===== src/rtl/fifo_ctrl.sv =====
// Pointer and status controller for a synchronous FIFO built around an external register file.
// Turns push/pop requests into write enable and addresses, and tracks occupancy and error flags.
module fifo_ctrl #(
  parameter int no_of_words     = 3,
  parameter int almost_full_th  = 6,
  parameter int almost_empty_th = 2
) (
  input  logic                   clk,
  input  logic                   reset,
  input  logic                   wr,
  input  logic                   rd,
  input  logic                   clr_err,
  output logic                   w_en,
  output logic [no_of_words-1:0] write_address,
  output logic [no_of_words-1:0] read_address,
  output logic                   full,
  output logic                   empty,
  output logic                   almost_full,
  output logic                   almost_empty,
  output logic [no_of_words:0]   count,
  output logic                   overflow,
  output logic                   underflow
);

  localparam int CW = no_of_words + 1;
  localparam logic [no_of_words:0] DEPTH    = CW'(1 << no_of_words);
  localparam logic [no_of_words:0] AF_TH    = CW'(almost_full_th);
  localparam logic [no_of_words:0] AE_TH    = CW'(almost_empty_th);

  logic [no_of_words-1:0] wr_ptr_q, wr_ptr_d;
  logic [no_of_words-1:0] rd_ptr_q, rd_ptr_d;
  logic [no_of_words:0]   count_q, count_d;
  logic                   full_q, full_d;
  logic                   empty_q, empty_d;
  logic                   overflow_q, overflow_d;
  logic                   underflow_q, underflow_d;
  logic                   push_ok, pop_ok;

  // A push into a full FIFO is still accepted when a pop frees the head slot at the same edge.
  assign push_ok = wr & (~full_q | rd);
  assign pop_ok  = rd & ~empty_q;

  always_comb begin
    // NOTE: every next-state signal gets a default first so no path leaves it unassigned (no latches).
    wr_ptr_d = wr_ptr_q;
    rd_ptr_d = rd_ptr_q;
    count_d  = count_q;
    full_d   = full_q;
    empty_d  = empty_q;
    unique case ({push_ok, pop_ok})
      2'b10: begin
        wr_ptr_d = wr_ptr_q + 1'b1;
        count_d  = count_q + 1'b1;
        empty_d  = 1'b0;
        full_d   = (count_d == DEPTH);
      end
      2'b01: begin
        rd_ptr_d = rd_ptr_q + 1'b1;
        count_d  = count_q - 1'b1;
        full_d   = 1'b0;
        empty_d  = (count_d == '0);
      end
      2'b11: begin
        wr_ptr_d = wr_ptr_q + 1'b1;
        rd_ptr_d = rd_ptr_q + 1'b1;
      end
      default: ;
    endcase
    // A new error in the same cycle as clr_err wins over the clear.
    overflow_d  = (overflow_q  & ~clr_err) | (wr & ~push_ok);
    underflow_d = (underflow_q & ~clr_err) | (rd & ~pop_ok);
  end

  // NOTE: sequential state uses non-blocking assignments so every register samples pre-edge values.
  always_ff @(posedge clk or posedge reset) begin
    if (reset) begin
      wr_ptr_q    <= '0;
      rd_ptr_q    <= '0;
      count_q     <= '0;
      full_q      <= 1'b0;
      empty_q     <= 1'b1;
      overflow_q  <= 1'b0;
      underflow_q <= 1'b0;
    end else begin
      wr_ptr_q    <= wr_ptr_d;
      rd_ptr_q    <= rd_ptr_d;
      count_q     <= count_d;
      full_q      <= full_d;
      empty_q     <= empty_d;
      overflow_q  <= overflow_d;
      underflow_q <= underflow_d;
    end
  end

  assign w_en          = push_ok;
  assign write_address = wr_ptr_q;
  assign read_address  = rd_ptr_q;
  assign count         = count_q;
  assign full          = full_q;
  assign empty         = empty_q;
  assign almost_full   = (count_q >= AF_TH);
  assign almost_empty  = (count_q <= AE_TH);
  assign overflow      = overflow_q;
  assign underflow     = underflow_q;

endmodule


===== config.mk =====
export PLATFORM = sky130hd
export DESIGN_NAME = fifo_ctrl
export DESIGN_NICKNAME = d
export VERILOG_FILES = /design/src/rtl/fifo_ctrl.sv
export SDC_FILE = /design/constraint.sdc
export NUM_CORES = 1
export LEC_CHECK = 0
export ABC_CLOCK_PERIOD_IN_PS = 2630
export CORE_UTILIZATION = 35
export CTS_BUF_LIST = sky130_fd_sc_hd__clkbuf_4 sky130_fd_sc_hd__clkbuf_8
export DETAILED_ROUTE_END_ITERATION = 8
export PLACE_DENSITY_LB_ADDON = 0.2
export SLEW_MARGIN = 10
export SYNTH_ARGS = -nofsm -noshare
export SYNTH_HDL_FRONTEND = slang
export SYNTH_SLANG_ARGS = --single-unit

===== constraint.sdc =====
create_clock -name clk -period 2.63 [get_ports clk]
set_input_delay 0.3945 -clock clk [delete_from_list [all_inputs] [get_ports clk]]
set_output_delay 0.3945 -clock clk [all_outputs]
set_load 0.02 [all_outputs]

==> results.txt <==
----------------------------------------------------
[Yosys]
  Synthesized cell area ... 841 um2
  Proportion of synthesized chip area in sequential cells ... 0.418
  Async set or reset register ratio after synthesis ... 1.00
  Most instantiated cells after synthesis ... dfrtp_1, ha_1, inv_1
  Number of warnings printed during yosys synthesis ... 0
  Cell with the most instances after synthesis ... dfrtp_1
  Cells taking the most area after synthesis ... dfrtp_1, ha_1, xnor2_1, xor2_1, inv_1
  Flop and latch count out of synthesis ... 14
  Mapped Avg Cell Area ... 11.2 um2
  Post-Synthesis Cells ... 75
  Unique masters post-synth ... 25
  Mapped Nets ... 90
  Dominant register cell in the synthesized netlist ... dfrtp_1
  Number of enable flip-flop cells after synthesis ... 0
  Cell type with the highest aggregate area in the netlist ... dfrtp_1
  Area share of the largest cell type after synthesis ... 0.387

[CTS]
  Clock-pin slew on the worst setup and hold paths ... 80 ps
  Sink Count ... 14
  Number of buffers inserted by hold repair at cts ... 0
  Worst-Skew Late Latency ... 270 ps
  Max Buffers Root-to-Sink ... 2
  TritonCTS clock tree ... yes
  Post-cts gate resize count ... 0
  Clock tree root driver cell ... clkbuf_4
  CTS Buf Count ... 3
  Maximum level of the CTS H-tree ... 1
  Buffer count from post-CTS setup fixing ... 0

[Worst setup path]
  Element type at the critical path start ... input port
  Critical Path Sink Type ... primary output
  Reg2reg end ... count[3]
  Biggest fanout along the worst timing path ... 3
  Class of the most critical setup path ... input port to primary output
  Cell Chain, Critical Path ... clkdlybuf4s50_1, nand2b_1, nand2_1, inv_1, clkdlybuf4s50_1
  WP buf/inv ... 3
  Data required, critical path ... 2240 ps
  Cell depth of the worst flop-to-flop path ... 5
  Stages on the worst setup path ... 5
  Register-to-register setup slack ... 940 ps
  Kind of cell adding the most delay to the critical path ... buffers and inverters
  Startpoint of the worst-slack reg-to-reg timing path ... empty
  Cell type with the highest occurrence count on the critical path ... clkdlybuf4s50_1
  Data arrival time of the critical path ... 1840 ps
  Critical-path cell with the highest stage delay ... clkdlybuf4s50_1
  Worst stage delay on the critical path ... 610 ps

[Global route]
  Global-route wire length before repair ... 2.51 mm
  Remaining global-route overflow ... 0
  Antenna violations before repair ... 0
  Number of global-route vias before repair ... 589
  Global routing usage summed across all routing layers ... 0.131
  Pin count of the biggest net entering global routing ... 15

[Final layout]
  Utilization of the core after routing ... 0.497
  Area growth from synthesis to final layout ... 32.0%
  Number of nets in the layout ... 115
  Count of fill cells added during filler insertion ... 213
  Ant. Diodes ... 0
  Fraction of final layout cells sized beyond drive strength 1 ... 0.131

[STA]
  Unrepaired setup endpoints after global routing ... no
  Slew Viols, Final ... 0
  Headroom to the max-slew limit ... 0.663
  Fin crit period ... 2240 ps
  Total of endpoints with negative setup slack in the final report ... 0
  Part of the cycle the worst path needs ... 0.850
  Pin slew with the least headroom to its limit ... 505 ps
  Post-route setup TNS ... 0 ps
  Highest achievable clock rate ... 0.447 GHz
  Worst setup skew after layout ... 2.13 ps
  Count of endpoints failing hold in the final timing report ... 0

[Pwr]
  Part of the total power dissipated in combinational logic ... 0.563
  Worst VDD drop ... 494 uV
  Part of the total power dissipated in sequential elements ... 0.324
  Power share of the clock group ... 0.112
  Cell area power density ... 1190 nW/um2
  Static leakage ... 0.490 nW
  Psw ... 0.543 mW
  Int Pwr ... 0.776 mW
  Switching power as a share of total power ... 0.412

[Drt]
  DRC violation total after the first TritonRoute iteration ... 7
  Vias ... 557
  Routed length per instance ... 11.2 um
  TritonRoute pass-1 iters ... 3
  Remaining number of nets flagged by the antenna check after routing ... 0
  Vias per Instance ... 4.39
  Post-detailed-routing wire length ... 1.43 mm
  Residual DRC ... 0

[Place]
  Count of input and output buffers ... 21
  Placer's final routability congestion estimate ... 0.688
  Total half-perimeter wirelength after legalization and detailed placement ... 1.11 mm

[Hold path]
  Class of the most critical hold timing path ... input port to asynchronous set/reset pin

[Floorplan]
  Initial standard-cell utilization of the core ... 0.376
  Die Width ... 51.0 um
  Number of top-level pins ... 22
  Die extent in y ... 51.0 um
  Total die area ... 2600 um2
  Number of rows in the core area ... 17
  Placeable core region ... 2230 um2

[Job]
  Max_cap viols ... 0

[Status]
  Outcome ... complete, no violations

----------------------------------------------------
## state kept, by name, indices dropped and copies added, names as in the netlist
register / count
overflow: 1
full: 1
read_address: 3
empty: 1
count: 4
underflow: 1
write_address: 3
## routing by layer
layer | vias to the layer above | part of all wire | routed length [um] | GRT usage
li1 | 289 | - | - | -
met1 | 253 | 0.49 | 704 | 0.161
met2 | 13 | 0.46 | 659 | 0.219
met3 | 2 | 0.035 | 50 | 0.0268
met4 | 0 | 0.0084 | 12 | 0.0556
met5 | - | 0 | 0 | 0
## cells in the final DEF (no fill, tap or decap)
master and n:
dfrtp_1 13, o22ai_1 1, mux2_2 2, nor2b_1 2, nand3_2 1, o2bb2ai_2 1
inv_1 8, o21ai_0 4, a211oi_1 1, nor2_1 2, or2_1 1, mux2i_1 1
dfstp_2 1, xor2_1 5, nand2_1 5, ha_1 10, nor3_4 1, clkbuf_4 3
a22o_1 1, clkdlybuf4s50_1 21, clkbuf_8 1, buf_4 2, o31ai_1 1, nor4b_2 1
nand3_1 1, nand2b_1 2, xnor2_1 7
## per-stage QoR
stage / setup slack (ps) / power (mW) / cell area (um2) / instances / hold slack, ps
floorplan: 868 / 0.897 / 841 / 75 / 283
detailed placement: 415 / 1.19 / 1070 / 123 / 471
global placement: 463 / 1.17 / 1070 / 123 / 466
CTS: 388 / 1.34 / 1110 / 127 / 464
finish: 395 / 1.32 / 1110 / 127 / 446
global route: 308 / 1.43 / 1110 / 127 / 501
## how the worst max path moves through the flow
stage,from,endpoint
finish,rd,w_en
global route,count[1],almost_full
CTS,count[1],almost_full
detailed placement,rd,w_en
global placement,rd,w_en
floorplan,empty,count[3]
## power groups by stage
stage          logic (mW)  registers [mW]  clock network, mW
2_1_floorplan       0.368           0.529                  0
3_3_place_gp        0.740           0.431                  0
3_5_place_dp        0.752           0.435                  0
4_1_cts             0.756           0.431              0.154
5_1_grt             0.817           0.448              0.164
6_report            0.743           0.428              0.148
## kinds of logic (layout without fill, tap and decap cells)
family | count (synthesis) | in the layout | synth area share
adders and majority gates | 10 | 10 | 0.149
muxes | 3 | 3 | 0.0387
AOI/OAI and AO/OA | 9 | 9 | 0.0774
DFF | 14 | 14 | 0.418
buffers and inverters | 11 | 35 | 0.0684
xor gates and xnor gates | 12 | 12 | 0.125
and+or+nand+nor | 16 | 16 | 0.124
## worst reg2reg max path, stage by stage (launching register included)
cell       delay (ps)
dfstp_2           560
nor2b_1            60
ha_1              410
or2_1             290
o2bb2ai_2         130
xor2_1            160
## layout make-up
cell class              instances  area (um2)  area share
clock buffers                   4        36.3      0.0327
inverters                       8        30.0      0.0271
multi-input cells              50         432       0.389
flip-flops and latches         14         352       0.317
well taps                      28        35.0      0.0316
repair buffers                 23         225       0.203
Power figures use the tool's default switching activity.
